## src/rtl/adsr_env_detector.sv

```systemverilog
// Envelope follower: rectifies Q2.14 samples, slews a Q1.31 envelope,
// and drives a hysteretic note gate with a hold timer.
module adsr_env_detector #(
    parameter int HOLD_W = 32
) (
    input  logic              clk,
    input  logic              reset,
    input  logic              sample_valid,
    input  logic [15:0]       sample_in,
    input  logic [31:0]       atk_step,
    input  logic [31:0]       rel_step,
    input  logic [31:0]       on_thresh,
    input  logic [31:0]       off_thresh,
    input  logic [HOLD_W-1:0] hold_time,
    input  logic              clear,
    output logic [15:0]       env,
    output logic              env_valid,
    output logic              gate,
    output logic              gate_rise,
    output logic              gate_fall,
    output logic              det_idle
);

    typedef enum logic [1:0] {
        ST_IDLE,
        ST_ON,
        ST_HOLD
    } state_t;

    localparam logic [31:0] BYPASS = 32'hFFFF_FFFF;

    logic [31:0]       e_q, e_d;
    logic              ev_q, ev_d;
    state_t            st_q, st_d;
    logic [HOLD_W-1:0] cnt_q, cnt_d;
    logic              rise_q, rise_d;
    logic              fall_q, fall_d;

    logic [15:0] mag;
    logic [14:0] mag_c;
    logic [31:0] m32;
    logic [32:0] sum;
    logic [32:0] diff;

    always_comb begin
        mag   = sample_in[15] ? (~sample_in + 16'd1) : sample_in;
        // -2.0 rectifies to 16'h8000, which the clamp also catches
        mag_c = (mag > 16'h4000) ? 15'h4000 : mag[14:0];
        m32   = {mag_c, 17'b0};
        sum   = {1'b0, e_q} + {1'b0, atk_step};
        diff  = {1'b0, e_q} - {1'b0, rel_step};

        e_d = e_q;
        if (sample_valid) begin
            if (m32 > e_q) begin
                if (atk_step == BYPASS || sum > {1'b0, m32}) begin
                    e_d = m32;
                end else begin
                    e_d = sum[31:0];
                end
            end else if (m32 < e_q) begin
                if (diff[32] || diff[31:0] < m32) begin
                    e_d = m32;
                end else begin
                    e_d = diff[31:0];
                end
            end
        end
        ev_d = sample_valid;

        st_d   = st_q;
        cnt_d  = cnt_q;
        rise_d = 1'b0;
        fall_d = 1'b0;
        if (ev_q) begin
            unique case (st_q)
                ST_IDLE: begin
                    if (e_q >= on_thresh) begin
                        st_d   = ST_ON;
                        rise_d = 1'b1;
                    end
                end
                ST_ON: begin
                    if (e_q < off_thresh) begin
                        st_d  = ST_HOLD;
                        cnt_d = '0;
                    end
                end
                ST_HOLD: begin
                    if (e_q >= on_thresh) begin
                        st_d = ST_ON;
                    end else if (cnt_q < hold_time) begin
                        cnt_d = cnt_q + 1'b1;
                    end else begin
                        st_d   = ST_IDLE;
                        fall_d = 1'b1;
                    end
                end
                default: st_d = ST_IDLE;
            endcase
        end

        // clear wins over a coincident sample or FSM step
        if (clear) begin
            e_d    = '0;
            ev_d   = 1'b0;
            st_d   = ST_IDLE;
            cnt_d  = '0;
            rise_d = 1'b0;
            fall_d = 1'b0;
        end
    end

    always_ff @(posedge clk) begin
        if (reset) begin
            e_q    <= '0;
            ev_q   <= 1'b0;
            st_q   <= ST_IDLE;
            cnt_q  <= '0;
            rise_q <= 1'b0;
            fall_q <= 1'b0;
        end else begin
            e_q    <= e_d;
            ev_q   <= ev_d;
            st_q   <= st_d;
            cnt_q  <= cnt_d;
            rise_q <= rise_d;
            fall_q <= fall_d;
        end
    end

    assign env       = {1'b0, e_q[31:17]};
    assign env_valid = ev_q;
    assign gate      = (st_q != ST_IDLE);
    assign det_idle  = (st_q == ST_IDLE);
    assign gate_rise = rise_q;
    assign gate_fall = fall_q;

endmodule

```

## config.mk

```make
export PLATFORM = sky130hd
export DESIGN_NAME = adsr_env_detector
export DESIGN_NICKNAME = d
export VERILOG_FILES = /design/src/rtl/adsr_env_detector.sv
export SDC_FILE = /design/constraint.sdc
export NUM_CORES = 1
export LEC_CHECK = 0
export CAP_MARGIN = 25
export CELL_PAD_IN_SITES_DETAIL_PLACEMENT = 1
export CELL_PAD_IN_SITES_GLOBAL_PLACEMENT = 2
export CORE_MARGIN = 10
export CORE_UTILIZATION = 34
export DETAILED_ROUTE_END_ITERATION = 6
export PLACE_DENSITY_LB_ADDON = 0.1
export SETUP_SLACK_MARGIN = 0.1
export SKIP_CTS_REPAIR_TIMING = 1
export SYNTH_ARGS = -nofsm -noshare
export SYNTH_HDL_FRONTEND = slang
export SYNTH_SLANG_ARGS = --single-unit
```

## constraint.sdc

```tcl
create_clock -name clk -period 18.2 [get_ports clk]
set_clock_uncertainty 0.05 [all_clocks]
set_input_delay 5.46 -clock clk [delete_from_list [all_inputs] [get_ports clk]]
set_output_delay 5.46 -clock clk [all_outputs]
set_load 0.005 [all_outputs]
```

==> results of run 1 <==
-- placed cells by master, fill, tap and decap left out, types with 14 or more instances in the layout --
cell             count
ha_1               204
nand3_1             27
and3_1              19
nor2_1              83
xor2_1              23
a211oi_1            20
clkdlybuf4s50_1    199
nand4_1             36
nand2b_1            17
and2_1              15
a21oi_1            132
buf_4               16
inv_1              184
nor3_1              25
a21o_1              64
o21ai_0             71
dfxtp_1             69
o31ai_1             16
a2111oi_0           14
nand2_1             86
xnor2_1             55
-- where the power goes --
group          leakage (uW)  internal (uW)  switching (uW)
logic               0.00577            159             205
registers          0.000559            156            12.6
clock network      0.000152            124            72.8
-- state kept, by name, indices dropped and copies added (netlist names) --
register and cells:
cnt_q 32, e_q 32, st_q 2, env_valid 1
gate_fall 1, gate_rise 1
-- layout make-up --
class	instances	area share
Multi-Input combinational cell	1154	0.631
Timing Repair Buffer	217	0.156
Sequential cell	69	0.101
Inverter	185	0.0509
Tap cell	402	0.0368
Clock buffer	11	0.0178
Clock inverter	5	0.00614
Antenna cell	1	0.000183
-- routing by layer --
| layer | vias to the layer above | GRT usage | wire length [um] |
|---|---|---|---|
| met2 | 309 | 0.367 | 20500 |
| li1 | 5719 | - | - |
| met4 | 2 | 0.0555 | 942 |
| met1 | 5584 | 0.298 | 21400 |
| met5 | - | 0 | 13 |
| met3 | 55 | 0.0377 | 2510 |
-- critical path, delay by kind of cell --
family	cells	cell delay, ps
xor+xnor	1	220
compound gates	10	2960
buf+inv	4	1370
simple gates	4	1410
fa+ha+maj	2	610
-- worst paths after layout --
kind,from,endpoint,cells past startpoint
worst max register to register,e_q[0],e_q[18],24
worst min register to register,cnt_q[31],cnt_q[31],2
worst min-delay path,cnt_q[31],cnt_q[31],2
worst max-delay path,sample_in[1],e_q[18],21
-- through the flow --
| stage | cell area (um^2) | power [uW] | hold WS [ps] |
|---|---|---|---|
| 2_1_floorplan | 11000 | 389 | 401 |
| 3_3_place_gp | 13300 | 524 | 418 |
| 4_1_cts | 13600 | 728 | 448 |
| 3_5_place_dp | 13300 | 529 | 434 |
| 6_report | 13700 | 729 | 447 |
| 5_1_grt | 13700 | 779 | 482 |
-- cell families after synthesis --
kind of cell | after synthesis | share of synthesized area
buffers and inverters | 242 | 0.0901
AO/OA/AOI/OAI | 470 | 0.291
flip-flops | 69 | 0.126
adder cells (fa/ha/maj) | 206 | 0.236
AND/OR/NAND/NOR | 393 | 0.189
XOR/XNOR | 78 | 0.0622
multiplexers | 6 | 0.00570
other | 1 | 0.000342
==> impl_metrics.tcl, run 1 <==
set metrics [dict create \
    post-place-ws_ps 6030 \
    die_w_um 200 \
    slowest_delay_ps 590 \
    syn-num-nets 1851 \
    synth_warnings 0 \
    cp.required_ps 18360 \
    hpwl_mm 37.9 \
    yosys-top-cells-count "204 x ha_1, 184 x inv_1, 132 x a21oi_1" \
    setup_viol_count_final 0 \
    rows 65 \
    ff_latch_area_um2 1380 \
    synth_ff_type "dfxtp_1" \
    cts_buffer_depth 2 \
    cts_sinks 69 \
    irDropWorstVdd_uv 37.5 \
    async_flop_share 0 \
    arrival_ps 12040 \
    clk_pin_slew_ps 60 \
    place_congestion 0.934 \
    antenna_found_initial 1 \
    drt-initial-drc-count 530 \
    ys_seq_area_frac 0.126 \
    port_buffers 199 \
    yosys-top-cells-area "ha_1 23%, dfxtp_1 13%, inv_1 6.3%, a21oi_1 6.0%, xnor2_1 4.4%" \
    final_util 0.431 \
    slew_violations 0 \
    power.density_nw_per_um2 53.4 \
    cts_tree "yes" \
    clock_latency_ps 340 \
    drc 0 \
    areaGrowthSynthToFinish_pct 24.4 \
    grt_overflow 0 \
    clockRootBuffer "clkbuf_16" \
    ios 201 \
    drt-wirelength-per-cell_um 22.2 \
    dr.pass1.iters 5 \
    worst_pin_slew_ps 946 \
    synth_edf_count 0 \
    min_path_type "reg2reg" \
    rsz0062_at_grt "no" \
    syn-cell-area_um2 11000 \
    worst-setup-path-type "in2reg" \
    slew_headroom 0.364 \
    grt_pass1_wl_mm 70.5 \
    hold_viol 0 \
    crit_path_end_kind "flop" \
    period_share 0.653 \
    synth_top_area_cell "ha_1" \
    synth_top_cell_area_share 0.232 \
    setup_tns_ps 0 \
    multi_input_comb_area_um2 8620 \
    finalCriticalPeriod_ps 11880 \
    max_freq_ghz 0.0842 \
    layout.nets 2022 \
    yosysMostFrequentCell "ha_1" \
    grt_max_degree 29 \
    die_h_um 200 \
    synth.avg_cell_area_um2 7.50 \
    maxCapViolCount 0 \
    h-tree-depth 3 \
    regToRegSetupSlack_ps 11880 \
    grt_pass1_vias 12200 \
    ys_types 83 \
    cts_buffers 9 \
    path_max_fanout 28 \
    grtUsageTotal 0.224 \
    path_cells "clkdlybuf4s50_1 -> inv_1 -> ha_1 -> or4b_1 -> o21ai_0 -> xor2_1 -> nor4b_1 -> o211ai_1 -> o41a_4 -> nor2_1 -> ha_1 -> nand2_1 -> o21ai_0 -> a2111oi_0 -> o31ai_1 -> a311oi_1 -> o31a_1 -> buf_4 -> inv_1 -> o221a_1 -> a22o_1" \
    wl_mm 45.4 \
    critPathLaunchType "primary input" \
    start_util 0.346 \
    die_area_um2 39900 \
    viasPerCell 5.71 \
    p_leak_uw 0.00648 \
    instances_no_fill 2044 \
    dpl.cell_count 2026 \
    core_area_um2 31700 \
    worst_slack_ps 6320 \
    syn_inst 1465 \
    final_antenna_net_count 0 \
    dr_total_vias 11700 \
    synth-seq-cells 69 \
    final.fill_count 3900 \
    final_layout_size_suffix_gt1_frac 0.0420 \
    status "complete, no violations" \
    crit_slowest_cell "or4b_1" \
]
Power figures use the tool's default switching activity.
==> run 2: changes to the inputs <==
--- a/config.mk
+++ b/config.mk
@@ -9,7 +9,7 @@
 export CELL_PAD_IN_SITES_DETAIL_PLACEMENT = 1
 export CELL_PAD_IN_SITES_GLOBAL_PLACEMENT = 2
 export CORE_MARGIN = 10
-export CORE_UTILIZATION = 34
+export CORE_UTILIZATION = 31
 export DETAILED_ROUTE_END_ITERATION = 6
 export PLACE_DENSITY_LB_ADDON = 0.1
 export SETUP_SLACK_MARGIN = 0.1
==> constraint.sdc (replaced) <==
create_clock -name clk -period 12.2 [get_ports clk]
set_clock_uncertainty 0.05 [all_clocks]
set_input_delay 3.66 -clock clk [delete_from_list [all_inputs] [get_ports clk]]
set_output_delay 3.66 -clock clk [all_outputs]
set_load 0.005 [all_outputs]
==> run 2 against run 1 <==
Net effect: worst setup slack worse by 4000 ps; critical path depth grew 1; core utilization decreased by 3.6 points; routed wire length shrank 1.8%; sequential power grew 49%; die area rose by 8.7%; final area rose by 0.20%; global-route usage fell by 2.7 points; non-clock buffer count down 2; clock power grew 44%; register-to-register slack got worse by 6000 ps; largest power group unchanged; combinational power is 47% higher.
==> impl_metrics.tcl, run 2 (synthesis gave the netlist of run 1 again) <==
set metrics [dict create \
    status "complete, no violations" \
    wl_met1_mm 21.5 \
    port_buffers 199 \
    arrival_ps 10100 \
    place_congestion 0.978 \
    routed-wl-met3_um 962 \
    worst-setup-path-type "in2reg" \
    hold_viol 0 \
    die_area_um2 43300 \
    setup_viol_count_final 0 \
    post-place-ws_ps 2020 \
    grt_pass1_vias 11900 \
    route.met2.wl_mm 21.3 \
    min_from "cnt_q[31]" \
    drt-initial-drc-count 506 \
    start_util 0.316 \
    grt_pass1_wl_mm 69.0 \
    path_max_fanout 20 \
    wl_mm 44.5 \
    setup_tns_ps 0 \
    clockRootBuffer "clkbuf_16" \
    worst_pin_slew_ps 1010 \
    drt-wirelength-per-cell_um 21.3 \
    crit_path_end_kind "flop" \
    maxCapViolCount 0 \
    cts_tree "yes" \
    layout.nets 2020 \
    viasPerCell 5.48 \
    worst_slack_ps 2310 \
    final_common_cell "ha_1" \
    slew_headroom 0.319 \
    power.density_nw_per_um2 78.0 \
    top_regs "cnt_q x32, e_q x32, st_q x2" \
    cp.required_ps 12410 \
    min_path_type "reg2reg" \
    dr_total_vias 11500 \
    p_leak_uw 0.00646 \
    core_area_um2 34700 \
    die_h_um 208 \
    critPathLaunchType "primary input" \
    p_total_uw 1070 \
    hpwl_mm 37.3 \
    rsz0062_at_grt "no" \
    rows 68 \
    finalCriticalPeriod_ps 9890 \
    slew_violations 0 \
    final_layout_size_suffix_gt1_frac 0.0421 \
    clock_latency_ps 350 \
    drc 0 \
    rr_startpoint "e_q[0]" \
    die_w_um 208 \
    top_layer_used "met4" \
    antenna_found_initial 0 \
    cts_buffers 9 \
    period_share 0.811 \
    ios 201 \
    dr.pass1.iters 5 \
    final_util 0.394 \
    irDropWorstVdd_uv 48.0 \
    crit_start "sample_in[0]" \
    holdWs_ps 436 \
    grtUsageTotal 0.197 \
    h-tree-depth 3 \
    max_freq_ghz 0.101 \
    clk_pin_slew_ps 70 \
    grt_max_degree 35 \
    cts_buffer_depth 2 \
    n_antenna_cell 0 \
    final_antenna_net_count 0 \
    final_cell_mix "204 x ha_1, 199 x clkdlybuf4s50_1, 184 x inv_1, 132 x a21oi_1, 86 x nand2_1" \
    cts_sinks 69 \
    areaGrowthSynthToFinish_pct 24.6 \
    grt_overflow 0 \
]
run 2: report_power, final:
group          switching, uW  leakage (uW)  internal, uW
logic                    299       0.00575           233
registers               18.7      0.000559           232
clock network            122      0.000143           162
run 2: through the flow:
step                cells  cell area [um^2]
floorplan            1465             11000
global placement     2076             13400
detailed placement   2078             13400
CTS                  2094             13700
global route         2094             13700
finish               2094             13700
run 2: worst paths after layout:
| path | endpoint | slack (ps) | cells past startpoint |
|---|---|---|---|
| min | cnt_q[31] | 440 | 2 |
| max | e_q[29] | 2310 | 22 |
| max reg2reg | e_q[29] | 5930 | 23 |
| min reg2reg | cnt_q[31] | 440 | 2 |
run 2: area by class of cell:
cell class,instances,area [um^2]
repair buffers,215,2110
inverters,185,694
multi-input cells,1154,8620
fillers,4253,21000
clock inverters,7,80.1
clock buffers,9,225
well taps,455,569
flip-flops and latches,69,1380
run 2: layer usage:
layer,vias up,GRT usage
met5,-,0
met4,0,0.0446
met3,33,0.0162
met2,189,0.342
met1,5527,0.259
li1,5718,-
run 2: worst max-delay path, cell delays in order:
cell	delay (ps)
clkdlybuf4s50_1	520
inv_1	110
ha_1	270
or4b_1	590
o21ai_0	240
xor2_1	200
nor4b_1	260
o211ai_1	160
o41a_4	520
nor2_4	160
ha_1	260
a21o_1	180
a21oi_1	160
o21ai_0	140
a2111oi_0	470
o31ai_1	230
o2111a_1	220
a41oi_1	220
buf_4	320
nor2b_1	710
a221oi_1	200
a221oi_1	300
